**config.mk**
```make
export PLATFORM = sky130hd
export DESIGN_NAME = vx_fifo_share_arb
export DESIGN_NICKNAME = d
export VERILOG_FILES = /design/src/rtl/vx_fifo_share_pkg.sv /design/src/rtl/VX_fifo_queue.sv /design/src/rtl/vx_fifo_share_arb.sv
export SDC_FILE = /design/constraint.sdc
export NUM_CORES = 1
export LEC_CHECK = 0
export CAP_MARGIN = 20
export CORE_MARGIN = 3
export CORE_UTILIZATION = 62
export DETAILED_ROUTE_END_ITERATION = 16
export MAX_ROUTING_LAYER = met4
export PLACE_DENSITY = 0.85
export SYNTH_ARGS = -nofsm -noshare
export SYNTH_HDL_FRONTEND = slang
export SYNTH_SLANG_ARGS = --single-unit
```
**constraint.sdc**
```tcl
create_clock -name clk -period 11.8 [get_ports clk]
set_input_delay 2.36 -clock clk [delete_from_list [all_inputs] [get_ports clk]]
set_output_delay 2.36 -clock clk [all_outputs]
set_load 0.03 [all_outputs]
```
**src/rtl/vx_fifo_share_pkg.sv**
```systemverilog
// Shared types and helpers for the shared-FIFO push arbiter.
package vx_fifo_share_pkg;

  localparam int DEF_NUM_REQS = 4;
  localparam int DEF_DATAW    = 32;
  localparam int DEF_SIZE     = 16;
  localparam int DEF_REQW     = $clog2(DEF_NUM_REQS);

  // Queue entry layout: requester tag above the payload.
  typedef struct packed {
    logic [DEF_REQW-1:0]  id;
    logic [DEF_DATAW-1:0] data;
  } share_entry_t;

  // Round-robin pointer advance: one past the winner, wrapping at num.
  function automatic int unsigned rr_next(input int unsigned id, input int unsigned num);
    return (id + 32'd1 >= num) ? 32'd0 : id + 32'd1;
  endfunction

endpackage

```
**src/rtl/VX_fifo_queue.sv**
```systemverilog
// Power-of-two circular FIFO with first-word-fall-through head and synchronous reset.
// OUT_REG != 0 presents the head from a register instead of straight from the array.
module VX_fifo_queue #(
  parameter int DATAW   = 32,
  parameter int SIZE    = 16,
  parameter int OUT_REG = 0,
  localparam int ADDRW  = $clog2(SIZE),
  localparam int SIZEW  = $clog2(SIZE + 1)
) (
  input  logic             clk,
  input  logic             reset,
  input  logic             push_i,
  input  logic             pop_i,
  input  logic [DATAW-1:0] data_i,
  output logic [DATAW-1:0] data_o,
  output logic             empty_o,
  output logic             full_o,
  output logic [SIZEW-1:0] size_o
);

  logic [DATAW-1:0] mem_q [SIZE];
  logic [ADDRW-1:0] rd_ptr_q, wr_ptr_q;
  logic [SIZEW-1:0] size_q;

  // Storage write; no reset so the array maps onto RAM.
  always_ff @(posedge clk) begin
    if (push_i) mem_q[wr_ptr_q] <= data_i;
  end

  // Pointer and occupancy bookkeeping.
  always_ff @(posedge clk) begin
    if (reset) begin
      rd_ptr_q <= '0;
      wr_ptr_q <= '0;
      size_q   <= '0;
    end else begin
      if (push_i) wr_ptr_q <= wr_ptr_q + ADDRW'(1);
      if (pop_i)  rd_ptr_q <= rd_ptr_q + ADDRW'(1);
      size_q <= size_q + SIZEW'(push_i) - SIZEW'(pop_i);
    end
  end

  generate
    if (OUT_REG != 0) begin : g_out_reg
      logic [ADDRW-1:0] rd_next;
      logic [DATAW-1:0] head_q, head_d;
      // Next head is the incoming word when it lands exactly at the new read slot.
      always_comb begin
        rd_next = rd_ptr_q + ADDRW'(pop_i);
        head_d  = (push_i && (wr_ptr_q == rd_next)) ? data_i : mem_q[rd_next];
      end
      // Registered head copy.
      always_ff @(posedge clk) begin
        head_q <= head_d;
      end
      assign data_o = head_q;
    end else begin : g_out_comb
      assign data_o = mem_q[rd_ptr_q];
    end
  endgenerate

  assign empty_o = (size_q == '0);
  assign full_o  = (size_q == SIZEW'(SIZE));
  assign size_o  = size_q;

endmodule

```
**src/rtl/vx_fifo_share_arb.sv**
```systemverilog
// Round-robin push arbiter sharing one FIFO among NUM_REQS producers, with a
// per-requester in-flight cap and requester-tagged output entries.
import vx_fifo_share_pkg::*;

module vx_fifo_share_arb #(
  parameter int NUM_REQS    = DEF_NUM_REQS,
  parameter int DATAW       = DEF_DATAW,
  parameter int SIZE        = DEF_SIZE,
  parameter int MAX_PER_REQ = SIZE / 2,
  parameter int OUT_REG     = 0,
  parameter int REQW        = $clog2(NUM_REQS),
  parameter int SIZEW       = $clog2(SIZE + 1)
) (
  input  logic                      clk,
  input  logic                      reset,
  input  logic [NUM_REQS-1:0]       req_valid,
  input  logic [NUM_REQS*DATAW-1:0] req_data,
  output logic [NUM_REQS-1:0]       req_ready,
  output logic                      out_valid,
  output logic [DATAW-1:0]          out_data,
  output logic [REQW-1:0]           out_id,
  input  logic                      out_ready,
  output logic [NUM_REQS*SIZEW-1:0] req_count,
  output logic [SIZEW-1:0]          size
);

  // Same layout as share_entry_t, sized by this instance's parameters.
  typedef struct packed {
    logic [REQW-1:0]  id;
    logic [DATAW-1:0] data;
  } entry_t;

  logic [REQW-1:0]       rr_ptr_q;
  logic                  gate_q;
  logic [NUM_REQS-1:0]   elig;
  logic [2*NUM_REQS-1:0] elig_dbl;
  logic [NUM_REQS-1:0]   elig_rot;
  logic [REQW:0]         enc, grant_sum;
  logic [REQW-1:0]       grant_id;
  logic                  grant_any;
  logic                  push, pop;
  logic                  q_empty, q_full;
  logic [SIZEW-1:0]      q_size;
  entry_t                q_din, q_dout;

  // Gate holds the outputs quiet until the queue has seen a clocked reset.
  always_ff @(posedge clk or posedge reset) begin
    if (reset) gate_q <= 1'b0;
    else       gate_q <= 1'b1;
  end

  // Rotate so rr_ptr sits at bit 0, pick lowest set bit, rotate the index back.
  always_comb begin
    elig_dbl  = {elig, elig} >> rr_ptr_q;
    elig_rot  = elig_dbl[NUM_REQS-1:0];
    enc       = '0;
    for (int i = NUM_REQS - 1; i >= 0; i--) begin
      if (elig_rot[i]) enc = (REQW+1)'(i);
    end
    grant_sum = enc + {1'b0, rr_ptr_q};
    if (grant_sum >= (REQW+1)'(NUM_REQS)) grant_sum = grant_sum - (REQW+1)'(NUM_REQS);
    grant_id  = grant_sum[REQW-1:0];
    grant_any = |elig;
    req_ready = grant_any ? (NUM_REQS'(1) << grant_id) : '0;
  end

  // Pointer moves one past the winner; held when nobody is granted.
  always_ff @(posedge clk or posedge reset) begin
    if (reset)     rr_ptr_q <= '0;
    else if (push) rr_ptr_q <= REQW'(rr_next(32'(grant_id), NUM_REQS));
  end

  assign push       = |req_ready;
  assign pop        = out_valid & out_ready;
  assign q_din.id   = grant_id;
  assign q_din.data = req_data[grant_id*DATAW +: DATAW];

  generate
    for (genvar gi = 0; gi < NUM_REQS; gi++) begin : g_req
      logic [SIZEW-1:0] cnt_q;
      logic             inc, dec;

      // Full blocks every grant, even when a pop frees a slot this cycle.
      assign elig[gi] = gate_q && req_valid[gi] && !q_full
                        && (cnt_q != SIZEW'(MAX_PER_REQ));
      assign inc = push && (grant_id == REQW'(gi));
      assign dec = pop && (q_dout.id == REQW'(gi));

      // In-flight count; a same-cycle grant and pop of this ID cancel out.
      always_ff @(posedge clk or posedge reset) begin
        if (reset) cnt_q <= '0;
        else       cnt_q <= cnt_q + SIZEW'(inc) - SIZEW'(dec);
      end

      assign req_count[gi*SIZEW +: SIZEW] = cnt_q;

`ifndef SYNTHESIS
      // Count must never step past the cap or below zero.
      always @(posedge clk) begin
        if (!reset && gate_q) begin
          assert (!(inc && !dec && cnt_q == SIZEW'(MAX_PER_REQ)));
          assert (!(dec && !inc && cnt_q == '0));
        end
      end
`endif
    end
  endgenerate

  VX_fifo_queue #(
    .DATAW   (REQW + DATAW),
    .SIZE    (SIZE),
    .OUT_REG (OUT_REG)
  ) queue_inst (
    .clk     (clk),
    .reset   (reset),
    .push_i  (push),
    .pop_i   (pop),
    .data_i  (q_din),
    .data_o  (q_dout),
    .empty_o (q_empty),
    .full_o  (q_full),
    .size_o  (q_size)
  );

  assign out_valid = gate_q & ~q_empty;
  assign out_data  = q_dout.data;
  assign out_id    = q_dout.id;
  assign size      = gate_q ? q_size : '0;

`ifndef SYNTHESIS
  logic [SIZEW+REQW-1:0] count_sum;

  // Total of per-requester counts.
  always_comb begin
    count_sum = '0;
    for (int i = 0; i < NUM_REQS; i++) begin
      count_sum = count_sum + {{REQW{1'b0}}, req_count[i*SIZEW +: SIZEW]};
    end
  end

  // Per-requester bookkeeping must add up to the queue occupancy.
  always @(posedge clk) begin
    if (!reset && gate_q) assert (count_sum == {{REQW{1'b0}}, q_size});
  end
`endif

endmodule

```
==> reports/metrics.yaml <==
run_status:
  status: "finished, final reports clean"
clock_tree:
  cts_num_sinks: 584
  hold_buffers: 0
  cts.path.max_buffers: 3
  clock_latency_ns: 0.58
  cts_setup_buffers: 0
  cts_resized: 0
  htree_num_levels: 2
  cts-root-buf: "clkbuf_16"
  cts_tree: "yes"
  cts_buffers: 56
  clk_pin_slew_ns: 0.06
route:
  drt_wl_total_um: 57500
  drcViolationCount: 0
  num_vias: 12300
  drt-vias-per-instance: 6.65
  firstDrtPassIters: 5
  routedWlPerCell_um: 31.1
  route.antenna.remaining_nets: 0
  initialDrtViolationCount: 1215
logic_synthesis:
  yosysUniqueCellTypes: 47
  synth_area_um2: 23700
  synthFlopType: "edfxtp_1"
  yosysWarnings: 0
  syn_nets: 1248
  synth_area_per_cell_um2: 22.1
  synth_top_area_share_pct: 68.9
  synth_edf_count: 544
  syn_inst: 1071
  yosys.area.top_type: "edfxtp_1"
  synth_seq_cells: 584
  ys_async_sr_fraction_pct: 3.94
  ys_seq_area_share_pct: 72.8
  synthTopCellsByArea: "edfxtp_1 (69%), mux4_2 (19%), dfrtp_1 (2.4%)"
timing:
  slew_violations: 0
  fmax_mhz: 121
  slew_headroom_pct: 27.3
  period_minus_slack_ns: 8.30
  hold_violations: 0
  setup_viol: 0
  fin_crit_sh_pct: 70.3
  setup-tns-final_ns: 0
  rsz0062_at_grt: "no"
  worst_pin_slew_ns: 1.09
  clock-skew-final_ns: 0.0143
global_routing:
  grt_max_degree: 114
  grt_pass1_vias: 13300
  antenna_found_initial: 0
  overflow: 0
  grt_usage_pct: 30.1
  grt_pass1_wl_um: 86800
min_path:
  min_path_type: "register to register"
  min-delay-start: "queue_inst.rd_ptr_q[1]$_SDFFE_PP0P_"
pwr:
  p_leak_nw: 8.99
  power_density_nw_per_um2: 257
  total_power_mw: 7.23
  vdd_drop_max_mv: 0.258
die:
  start_util_pct: 63.8
  die_h_um: 202
  dieArea_um2: 40600
  die_w_um: 202
  io_pins: 199
  std_cell_rows: 70
  core-area_um2: 37100
critical_path:
  worstPathRequired_ns: 9.44
  critical_path_class: "input pin to output pin"
  crit_buf_inv: 2
  path_cells: "clkdlybuf4s50_1 -> and2_1 -> a2111oi_0 -> a21oi_1 -> a21oi_1 -> ha_4 -> nor2b_1 -> a311oi_2 -> nand2_1 -> nor2_1 -> clkdlybuf4s50_1"
  crit_slowest_cell: "ha_4"
  start_kind: "input pin"
  worstSetupStartpoint: "req_valid[0]"
  arrival_ns: 5.94
  worst-path-max-fanout: 37
  worstSetupEndpointType: "output pin"
  slowest_delay_ns: 0.72
  r2r_start: "g_req[2].cnt_q[2]$_DFF_PP0_"
  crit_family: "buffers and inverters"
cells_and_area:
  final_cell_mix: "edfxtp_1 (544), mux4_2 (202), clkdlybuf4s50_1 (198), clkbuf_16 (58), inv_1 (43)"
  diodes: 0
  nets: 1477
  drive_above_1_share_pct: 24.6
  layout_commonest_cell: "edfxtp_1"
  area_delta_synth_final_pct: 18.6
placement:
  hpwl_um: 29500
  port_buffers: 198
  place.gp.congestion: 0.832
run:
  maxCapViolCount: 0
## stage by stage
stage	cell area [µm²]	hold WS [ns]	setup WS, ns	utilization [%]	std cells
final	28100	0.504	3.50	75.7	1846
after global routing	28100	0.535	3.07	75.7	1846
after CTS	28100	0.515	3.45	75.7	1846
after detailed placement	26400	0.508	3.48	71.1	1746
after global placement	26400	0.467	3.52	71.1	1746
after floorplan	23700	0.460	4.36	-	1071
## power breakdown
part | switching, mW | internal [mW] | total (mW) | leakage, nW
Sequential | 0.115 | 3.06 | 3.17 | 5.31
Combinational | 1.45 | 0.929 | 2.38 | 2.84
Clock | 0.745 | 0.939 | 1.68 | 0.841
## worst register-to-register path: stages, from the launching register on
cell	delay, ns
dfrtp_1	0.40
inv_1	0.08
ha_1	0.15
or4b_1	0.54
and2_1	0.23
a2111oi_0	0.37
a21oi_1	0.09
a21oi_1	0.30
ha_4	0.72
nor2b_1	0.13
a311oi_2	0.30
buf_4	0.25
nand2_1	0.31
nor3_4	0.76
buf_4	0.55
## synthesized netlist by cell type, types with 2 or more instances
master / n
xor2_1: 8
a21oi_1: 16
nor2_1: 36
buf_2: 14
o41ai_2: 2
xnor2_1: 17
nand3_1: 5
inv_1: 43
nand4_1: 2
nand2b_1: 2
nor2b_1: 3
buf_1: 4
and2_1: 3
buf_6: 3
clkbuf_1: 28
edfxtp_1: 544
a21o_1: 9
o21ai_0: 2
nor3_1: 8
dfrtp_1: 23
dfxtp_1: 17
ha_1: 37
fa_1: 5
nand2_1: 16
mux4_2: 202
## state kept, by name (all words and copies together) (netlist names), named ones only
name / count
queue_inst.size_o: 5
queue_inst.rd_ptr_q: 4
g_req.cnt_q: 20
queue_inst.wr_ptr_q: 4
gate_q: 1
rr_ptr_q: 2
queue_inst.mem_q: 544
## metal layers
metal  wire length (µm)  GRT usage [%]
met1              20200           38.4
met2              30200           49.7
met3               4590           4.59
met4               2520           11.9
met5                  0              -
## worst paths after layout
path	endpoint	slack, ns	cells after the start
worst max-delay path	req_ready[1]	3.50	11
worst min-delay path	register	0.50	2
worst max register to register	queue_inst.mem_q[3][6]$_DFFE_PP_	6.24	14
worst min register to register	register	0.50	2
max in group asynchronous	g_req[2].cnt_q[4]$_DFF_PP0_	8.50	2
min in group asynchronous	g_req[0].cnt_q[4]$_DFF_PP0_	2.74	2
## kinds of logic (layout without fill, tap and decap cells)
kind of cell	Yosys count	count (layout)	synth area share, %
AO/OA/AOI/OAI	41	41	1.25
AND/OR/NAND/NOR	79	79	1.54
XOR/XNOR	27	27	1.13
multiplexers	203	203	19.2
buffers and inverters	94	365	1.68
flip-flops	584	584	72.8
other	1	1	0.0158
adder cells (fa/ha/maj)	42	42	2.38
## layout make-up
type	count	area [µm²]
Timing Repair Buffer	221	2170
Clock buffer	77	1550
Inverter	44	168
Fill cell	1967	9010
Clock inverter	23	153
Sequential cell	584	17300
Tap cell	504	631
Multi-Input combinational cell	393	6190
Power figures use the tool's default switching activity.
